**config.mk**
```make
export PLATFORM = sky130hd
export DESIGN_NAME = ibuffer
export DESIGN_NICKNAME = d
export VERILOG_FILES = /design/src/rtl/ibuf_pkg.sv /design/src/rtl/ibuffer_ptr.sv /design/src/rtl/ibuffer.sv
export SDC_FILE = /design/constraint.sdc
export NUM_CORES = 1
export LEC_CHECK = 0
export ABC_AREA = 1
export BUFFER_PORTS_ARGS = -buffer_cell sky130_fd_sc_hd__buf_2
export CAP_MARGIN = 20
export CELL_PAD_IN_SITES_DETAIL_PLACEMENT = 1
export CELL_PAD_IN_SITES_GLOBAL_PLACEMENT = 2
export CORE_ASPECT_RATIO = 1.1
export CORE_MARGIN = 10
export CORE_UTILIZATION = 37
export CTS_CLUSTER_DIAMETER = 50
export DETAILED_ROUTE_END_ITERATION = 16
export MAX_ROUTING_LAYER = met4
export PLACE_DENSITY = 0.73
export SLEW_MARGIN = 10
export SYNTH_ARGS = -nofsm -noshare
export SYNTH_HDL_FRONTEND = slang
export SYNTH_SLANG_ARGS = --single-unit
```
**constraint.sdc**
```tcl
create_clock -name clock -period 6 [get_ports clock]
set_clock_uncertainty 0.2 [all_clocks]
set_input_delay 0.6 -clock clock [delete_from_list [all_inputs] [get_ports clock]]
set_output_delay 0.6 -clock clock [all_outputs]
set_load 0.02 [all_outputs]
```
**src/rtl/ibuf_pkg.sv**
```systemverilog
// Shared types and sizing for the fetch-to-ctrlblock instruction buffer.
package ibuf_pkg;

    localparam int unsigned IBUF_DEPTH  = 8;
    localparam int unsigned IBUF_INST_W = 32;
    localparam int unsigned IBUF_PC_W   = 48;
    localparam int unsigned IBUF_IDX_W  = $clog2(IBUF_DEPTH);
    localparam int unsigned IBUF_PTR_W  = IBUF_IDX_W + 1;

    // One queued fetch result
    typedef struct packed {
        logic [IBUF_INST_W-1:0] inst;
        logic [IBUF_PC_W-1:0]   pc;
    } ibuf_entry_t;

endpackage

```
**src/rtl/ibuffer_ptr.sv**
```systemverilog
// Wrap-bit circular pointer: index in the low bits, wrap flag in the MSB.
// A plain binary increment gives index wrap DEPTH-1 -> 0 with a wrap-bit
// toggle because DEPTH is a power of two.
module ibuffer_ptr #(
    parameter int unsigned PTR_W = 4
) (
    input  logic             clock,
    input  logic             reset_n,
    input  logic             clr,
    input  logic             inc,
    output logic [PTR_W-1:0] ptr
);

    // Pointer register; clear wins over increment
    always_ff @(posedge clock or negedge reset_n) begin
        if (!reset_n) begin
            ptr <= '0;
        end else if (clr) begin
            ptr <= '0;
        end else if (inc) begin
            ptr <= ptr + PTR_W'(1);
        end
    end

endmodule

```
**src/rtl/ibuffer.sv**
```systemverilog
// Instruction buffer between fetch and ctrlblock: strict FIFO of {inst, pc}
// with valid/ready on both sides, emptied by a synchronous flush.
module ibuffer
    import ibuf_pkg::*;
#(
    parameter int unsigned DEPTH      = IBUF_DEPTH,
    parameter int unsigned INST_WIDTH = IBUF_INST_W,
    parameter int unsigned PC_WIDTH   = IBUF_PC_W
) (
    input  logic                    clock,
    input  logic                    reset_n,
    input  logic                    flush,
    input  logic                    fetch_valid,
    output logic                    fetch_ready,
    input  logic [INST_WIDTH-1:0]   fetch_inst,
    input  logic [PC_WIDTH-1:0]     fetch_pc,
    output logic                    ibuffer_instr_valid,
    input  logic                    ibuffer_instr_ready,
    output logic [INST_WIDTH-1:0]   ibuffer_inst_out,
    output logic [PC_WIDTH-1:0]     ibuffer_pc_out,
    output logic [$clog2(DEPTH):0]  ibuffer_count
);

    localparam int unsigned IDX_W = $clog2(DEPTH);
    localparam int unsigned PTR_W = IDX_W + 1;

    logic [PTR_W-1:0] wr_ptr;
    logic [PTR_W-1:0] rd_ptr;
    logic [IDX_W-1:0] wr_idx;
    logic [IDX_W-1:0] rd_idx;
    logic             empty;
    logic             full;
    logic             enq;
    logic             deq;
    ibuf_entry_t      mem [DEPTH];
    ibuf_entry_t      head;

    assign wr_idx = wr_ptr[IDX_W-1:0];
    assign rd_idx = rd_ptr[IDX_W-1:0];
    assign head   = mem[rd_idx];

    // Occupancy flags from registered pointers only
    always_comb begin
        empty = 1'b0;
        full  = 1'b0;
        if (wr_ptr == rd_ptr) begin
            empty = 1'b1;
        end
        if ((wr_idx == rd_idx) && (wr_ptr[PTR_W-1] != rd_ptr[PTR_W-1])) begin
            full = 1'b1;
        end
    end

    // Handshakes; fetch_ready ignores a same-cycle dequeue to keep
    // ibuffer_instr_ready off the fetch timing path
    always_comb begin
        fetch_ready         = ~full;
        ibuffer_instr_valid = ~empty & ~flush;
        enq                 = fetch_valid & ~full & ~flush;
        deq                 = ~empty & ~flush & ibuffer_instr_ready;
    end

    // Head presentation, zeroed whenever nothing valid is offered
    always_comb begin
        ibuffer_inst_out = '0;
        ibuffer_pc_out   = '0;
        if (ibuffer_instr_valid) begin
            ibuffer_inst_out = INST_WIDTH'(head.inst);
            ibuffer_pc_out   = PC_WIDTH'(head.pc);
        end
    end

    // Occupancy is the pointer distance modulo 2*DEPTH
    always_comb begin
        ibuffer_count = PTR_W'(wr_ptr - rd_ptr);
    end

    // Entry storage; deliberately not reset
    always_ff @(posedge clock) begin
        if (enq) begin
            mem[wr_idx].inst <= IBUF_INST_W'(fetch_inst);
            mem[wr_idx].pc   <= IBUF_PC_W'(fetch_pc);
        end
    end

    ibuffer_ptr #(
        .PTR_W (PTR_W)
    ) u_wr_ptr (
        .clock   (clock),
        .reset_n (reset_n),
        .clr     (flush),
        .inc     (enq),
        .ptr     (wr_ptr)
    );

    ibuffer_ptr #(
        .PTR_W (PTR_W)
    ) u_rd_ptr (
        .clock   (clock),
        .reset_n (reset_n),
        .clr     (flush),
        .inc     (deq),
        .ptr     (rd_ptr)
    );

endmodule

```
### Word-level counts from Yosys, hierarchy flattened

Memories as Yosys holds them, arrays and structs flattened.
Index checks and enable logic that the tools add are counted.

| word-level totals | value |
|---|---|
| register bits | 8 |
| bits in writable memories | 640 |
| bits of input ports | 85 |
| output and inout bits | 86 |
| memories kept | 1 |

| operators by class | value |
|---|---|
| $add $sub $neg | 3 |
| equal/unequal tests | 3 |
| muxes and demuxes | 10 |
| bitwise logic cells | 7 |
| reduce and logical (&&, ||, !) cells | 3 |

Memories:

| memory | depth | width | rd ports | clocked after Yosys merged registers in | wr ports | line | text |
|---|---|---|---|---|---|---|---|
| mem | 8 | 80 | 1 | 0 | 1 | ibuffer.sv:35 | `ibuf_entry_t mem [DEPTH];` |

Operators with widths:

| cell | count |
|---|---|
| 2-to-1 mux 48 bit | 1 |
| 2-to-1 mux 32 bit | 1 |
| 2-to-1 mux 4 bit | 4 |
| adder 4 x 1 -> 4 bit (second input constant) | 2 |
| bitwise AND 1 bit | 4 |
| == test 4 bit | 1 |
| 2-to-1 mux 1 bit | 4 |
| nonzero test 2 bit | 2 |
| subtractor 4 bit | 1 |
| == test 3 bit | 1 |
| NOT 1 bit | 3 |
| logical AND 1 bit | 1 |
| inequality test 1 bit | 1 |

### Depth between registers and ports, before layout

| depth | value |
|---|---|
| depth after elaboration | 8 |
| depth in mapped cells | 11 |
| depth with buffers taken out | 9 |

### Modules after synthesis

From an unflattened synthesis, not the netlist that was laid out.

| second synthesis, totals | value |
|---|---|
| cells, all modules | 2463 |
| area total of the unflattened synthesis | 27164.8 µm² |

Modules (own cells, without submodules):

| module | times used | cells each | area an instance (µm²) | sequential area each (µm²) |
|---|---|---|---|---|
| ibuffer | 1 | 2415 | 26761.9 | 19218.4 |
| ibuffer_ptr | 2 | 24 | 201.4 | 100.1 |

### Least setup slack after synthesis

No wires, ideal clock.

| timing path | value |
|---|---|
| kind | register to register |
| from | reg u_rd_ptr.ptr[1] |
| to | mem mem[0][0] (netlist name) (enable) |
| data arrival time | 5.315 ns |
| required time | 5.281 ns |
| slack | -0.034 ns |
| cell stages (with the launch flop) | 12 |
| path buffers | 2 |
| clock period less this slack | 6.034 ns |
| cells stage by stage | dfrtp_1 > buf_4 > inv_1 > clkbuf_1 > ha_1 > nand2_1 > nor2_1 > nand2_1 > nand2_1 > inv_1 > nand2_1 > nor2_1 |

| between the ends | value |
|---|---|
| longest elaborated chain between the ends | 8 |

Ends and longest elaborated chain:

| what | line | text |
|---|---|---|
| from (decl) | ibuffer_ptr.sv:11 | `output logic [PTR_W-1:0] ptr` |
| from (signal assigned) | ibuffer_ptr.sv:21 | `ptr <= ptr + PTR_W'(1);` |
| == test 3 bit | ibuffer.sv:49 | `if ((wr_idx == rd_idx) && (wr_ptr[PTR_W-1] != rd_ptr[PTR_W-1])) begin` |
| logical AND 1 bit | ibuffer.sv:49 |  |
| 2-to-1 mux 1 bit | ibuffer.sv:49 |  |
| NOT 1 bit | - |  |
| named net fetch_ready | ibuffer.sv:14 | `output logic fetch_ready,` |
| bitwise AND 1 bit (2 in a row) | ibuffer.sv:59 | `enq = fetch_valid & ~full & ~flush;` |
| 2-to-1 mux 1 bit | ibuffer.sv:80 | `if (enq) begin` |
| 2-to-1 mux 1 bit (not written as such) | ibuffer.sv:82 | `mem[wr_idx].pc <= IBUF_PC_W'(fetch_pc);` |
| to (decl) | ibuffer.sv:35 |  |

The timed path passes the listed nets, and every way through them passes these cells.

### Worst setup path after layout

| timing path | value |
|---|---|
| from | reg u_rd_ptr.ptr[0] |
| to | out ibuffer_inst_out[8] |

| between the ends | value |
|---|---|
| longest elaborated chain between the ends | 5 |
| elaborated cells between the ends (all ways) | 6 |

Ends and longest elaborated chain:

| what | line | text |
|---|---|---|
| == test 4 bit | ibuffer.sv:46 | `if (wr_ptr == rd_ptr) begin` |
| 2-to-1 mux 1 bit | ibuffer.sv:46 |  |
| NOT 1 bit | ibuffer.sv:58 | `ibuffer_instr_valid = ~empty & ~flush;` |
| bitwise AND 1 bit | ibuffer.sv:58 |  |
| 2-to-1 mux 32 bit * | ibuffer.sv:67 | `if (ibuffer_instr_valid) begin` |
| to (decl) | ibuffer.sv:19 | `output logic [INST_WIDTH-1:0] ibuffer_inst_out,` |

Mark *: on every way between the ends. The rest lies on a longest branch, timed or not.

==> run metrics <==
Die Y=304 um; WHS=68.1 ps; Syn Area/Cell=11.3 um2; Worst EP required=5200 ps; Register Area=19400 um2; Tot GR Track Use=0.180; CP Launch Type=flip-flop; CTS sink count=648; first-pass GRT wire length=115000 um; Final Max Tran Viols=0; Clock Pin Slew Worst Setup and Hold Paths=60 ps; CTS tree=done; CP arrival=3740 ps; setup bufs post-CTS=0; most frequent cells in the layout=edfxtp_1 (640), nor2_1 (562), nand2_1 (346); flops & latches, synth=648; Final nets=2636; Filler Cell Count=7808; Crit Path Max Fanout=63; die span in x=278 um; die area=84400 um2; synthesized cell area=27100 um2; DPL Wire Length=42000 um; DRT Pass-1 Iters=5; fmax=220 MHz; starting density of the core=0.375; # rows=103; clock share of power=0.405; Synth cell types=25; pin count of the biggest net entering global routing=168; Residual DRC=0; Sw Share=0.265; GPL Wtd Cong=0.767; status=complete, no violations; dpl ws=1770 ps; core area=72200 um2; footprint of the multi-input gates=6280 um2; WL/cell=21.3 um; area delta synth->final=15.3%; Comb pwr share=0.134; Max Buffers Root-to-Sink=3; Hold Crit Class=input port to flip-flop; PnR worst setup slack=1460 ps; Ports=171; via/cell ratio=4.99; Syn. warnings=0; RSZ-0062 raised after global routing=false; Seq/Total Area, Yosys=0.717; Slew Limit Headroom=0.260; initial antenna violation count=8; sequential share of power=0.462; Root Buffer=clkbuf_16; Initial DRC Count=1119; Layout Cells excl Fill=3556; Routed Antenna Nets=0; Max IR drop VDD=246 uV; Fin. Hold Viols=0; routed via count=17700; critical path type=flip-flop to primary output; most common cell after layout, fill and taps aside=edfxtp_1; fraction of layout cells with a size suffix above 1=0.139; CTS buffer count=74; PD cells=353 nW/um2; remaining global-route overflow=0; H-tree depth=3; Worst Tran Pin Value=1110 ps; vias in the first global route=19100; Final Power=11.0 mW; Final Cycle Share=0.757; Psw=2.92 mW; Max-Cap Viols=0; Critical Path End Type=primary output; clk_lat worst skew=610 ps; Post-Route WL=75900 um; syn_nets=2483; minimum clock period=4540 ps; Finish-stage setup viols=0; dpl cells=3411; Pleak=11.7 nW; Mapped Cells=2392; I/O Buffers=170; internal power=8.11 mW
==> power by group through the flow <==
| stage | registers (mW) | logic, mW | clock network (mW) |
|---|---|---|---|
| global route | 5.09 | 1.66 | 4.76 |
| detailed placement | 5.18 | 1.50 | 0 |
| floorplan | 5.15 | 1.04 | 0 |
| global placement | 5.18 | 1.47 | 0 |
| finish | 5.09 | 1.48 | 4.46 |
| CTS | 5.09 | 1.51 | 4.58 |
==> cell usage after synthesis, drive strengths merged <==
library cell  number  share of area
xnor2              1        0.00032
o21ai            240          0.044
nand3            184          0.034
a21oi              1        0.00032
or2               81          0.019
ha                 5         0.0023
xor2               3        0.00097
clkbuf            51         0.0071
buf               84          0.022
nand2            346          0.048
dfrtp              8         0.0074
inv              174          0.024
nor2             570          0.079
fa                 1        0.00074
edfxtp           640           0.71
nand4              3        0.00069
==> final cells by class <==
class,count,share of cell area
multi-input cells,1435,0.201
inverters,174,0.0212
well taps,945,0.0379
flip-flops and latches,648,0.622
repair buffers,212,0.0407
clock inverters,37,0.0119
clock buffers,97,0.0641
diodes,8,0.000641
==> kinds of logic (layout without fill, tap and decap cells) <==
logic type,Yosys count,in the layout,share of synthesized area
AND/OR/NAND/NOR,1184,1184,0.180
flip-flops,648,648,0.717
buffers and inverters,309,520,0.0532
AO/OA/AOI/OAI,241,241,0.0447
adder cells (fa/ha/maj),6,6,0.00305
XOR/XNOR,4,4,0.00129
other,0,8,0
==> what timing repair did <==
action,CTS,global route
resized for setup,0,0
hold buffers,1,0
setup endpoints to repair,0,0
hold endpoints to repair,8,0
==> registers in the layout, summed over array words and instances (netlist names) <==
register and cells:
u_wr_ptr.ptr 4, u_rd_ptr.ptr 4, mem 640
==> critical path, cell delays in order (launching register included) <==
cell,delay (ps)
dfrtp_4,940
ha_1,360
inv_1,80
nor2_1,90
a21oi_4,160
buf_4,660
nand2_1,140
nor2_1,360
buf_2,250
==> final timing paths <==
| path | cells after the start | start | end | slack (ps) |
|---|---|---|---|---|
| min in group asynchronous | 2 | reset_n | u_wr_ptr.ptr[0] | 180 |
| worst max register to register | 9 | u_rd_ptr.ptr[0] | mem[3][67] | 1770 |
| worst min register to register | 2 | u_rd_ptr.ptr[3] | u_rd_ptr.ptr[3] | 420 |
| worst min-delay path | 1 | fetch_inst[2] | mem[5][50] | 70 |
| max in group asynchronous | 2 | reset_n | u_rd_ptr.ptr[0] | 5210 |
| worst max-delay path | 8 | u_rd_ptr.ptr[0] | ibuffer_inst_out[8] | 1460 |
==> per-stage QoR <==
step	util	TNS [ps]	area, um2
2_1_floorplan	-	-21660	27100
5_1_grt	0.433	0	31200
3_3_place_gp	0.398	0	28800
4_1_cts	0.432	0	31100
6_report	0.433	0	31200
3_5_place_dp	0.398	0	28800
==> routing by layer <==
layer  wire [um]  track usage  up-vias
met1       33700        0.220     9000
met5           0            -        -
li1            -            -     8356
met4        1620       0.0532        0
met3        2730       0.0279       93
met2       37800        0.303      298
(Power assumes the default switching activity.)
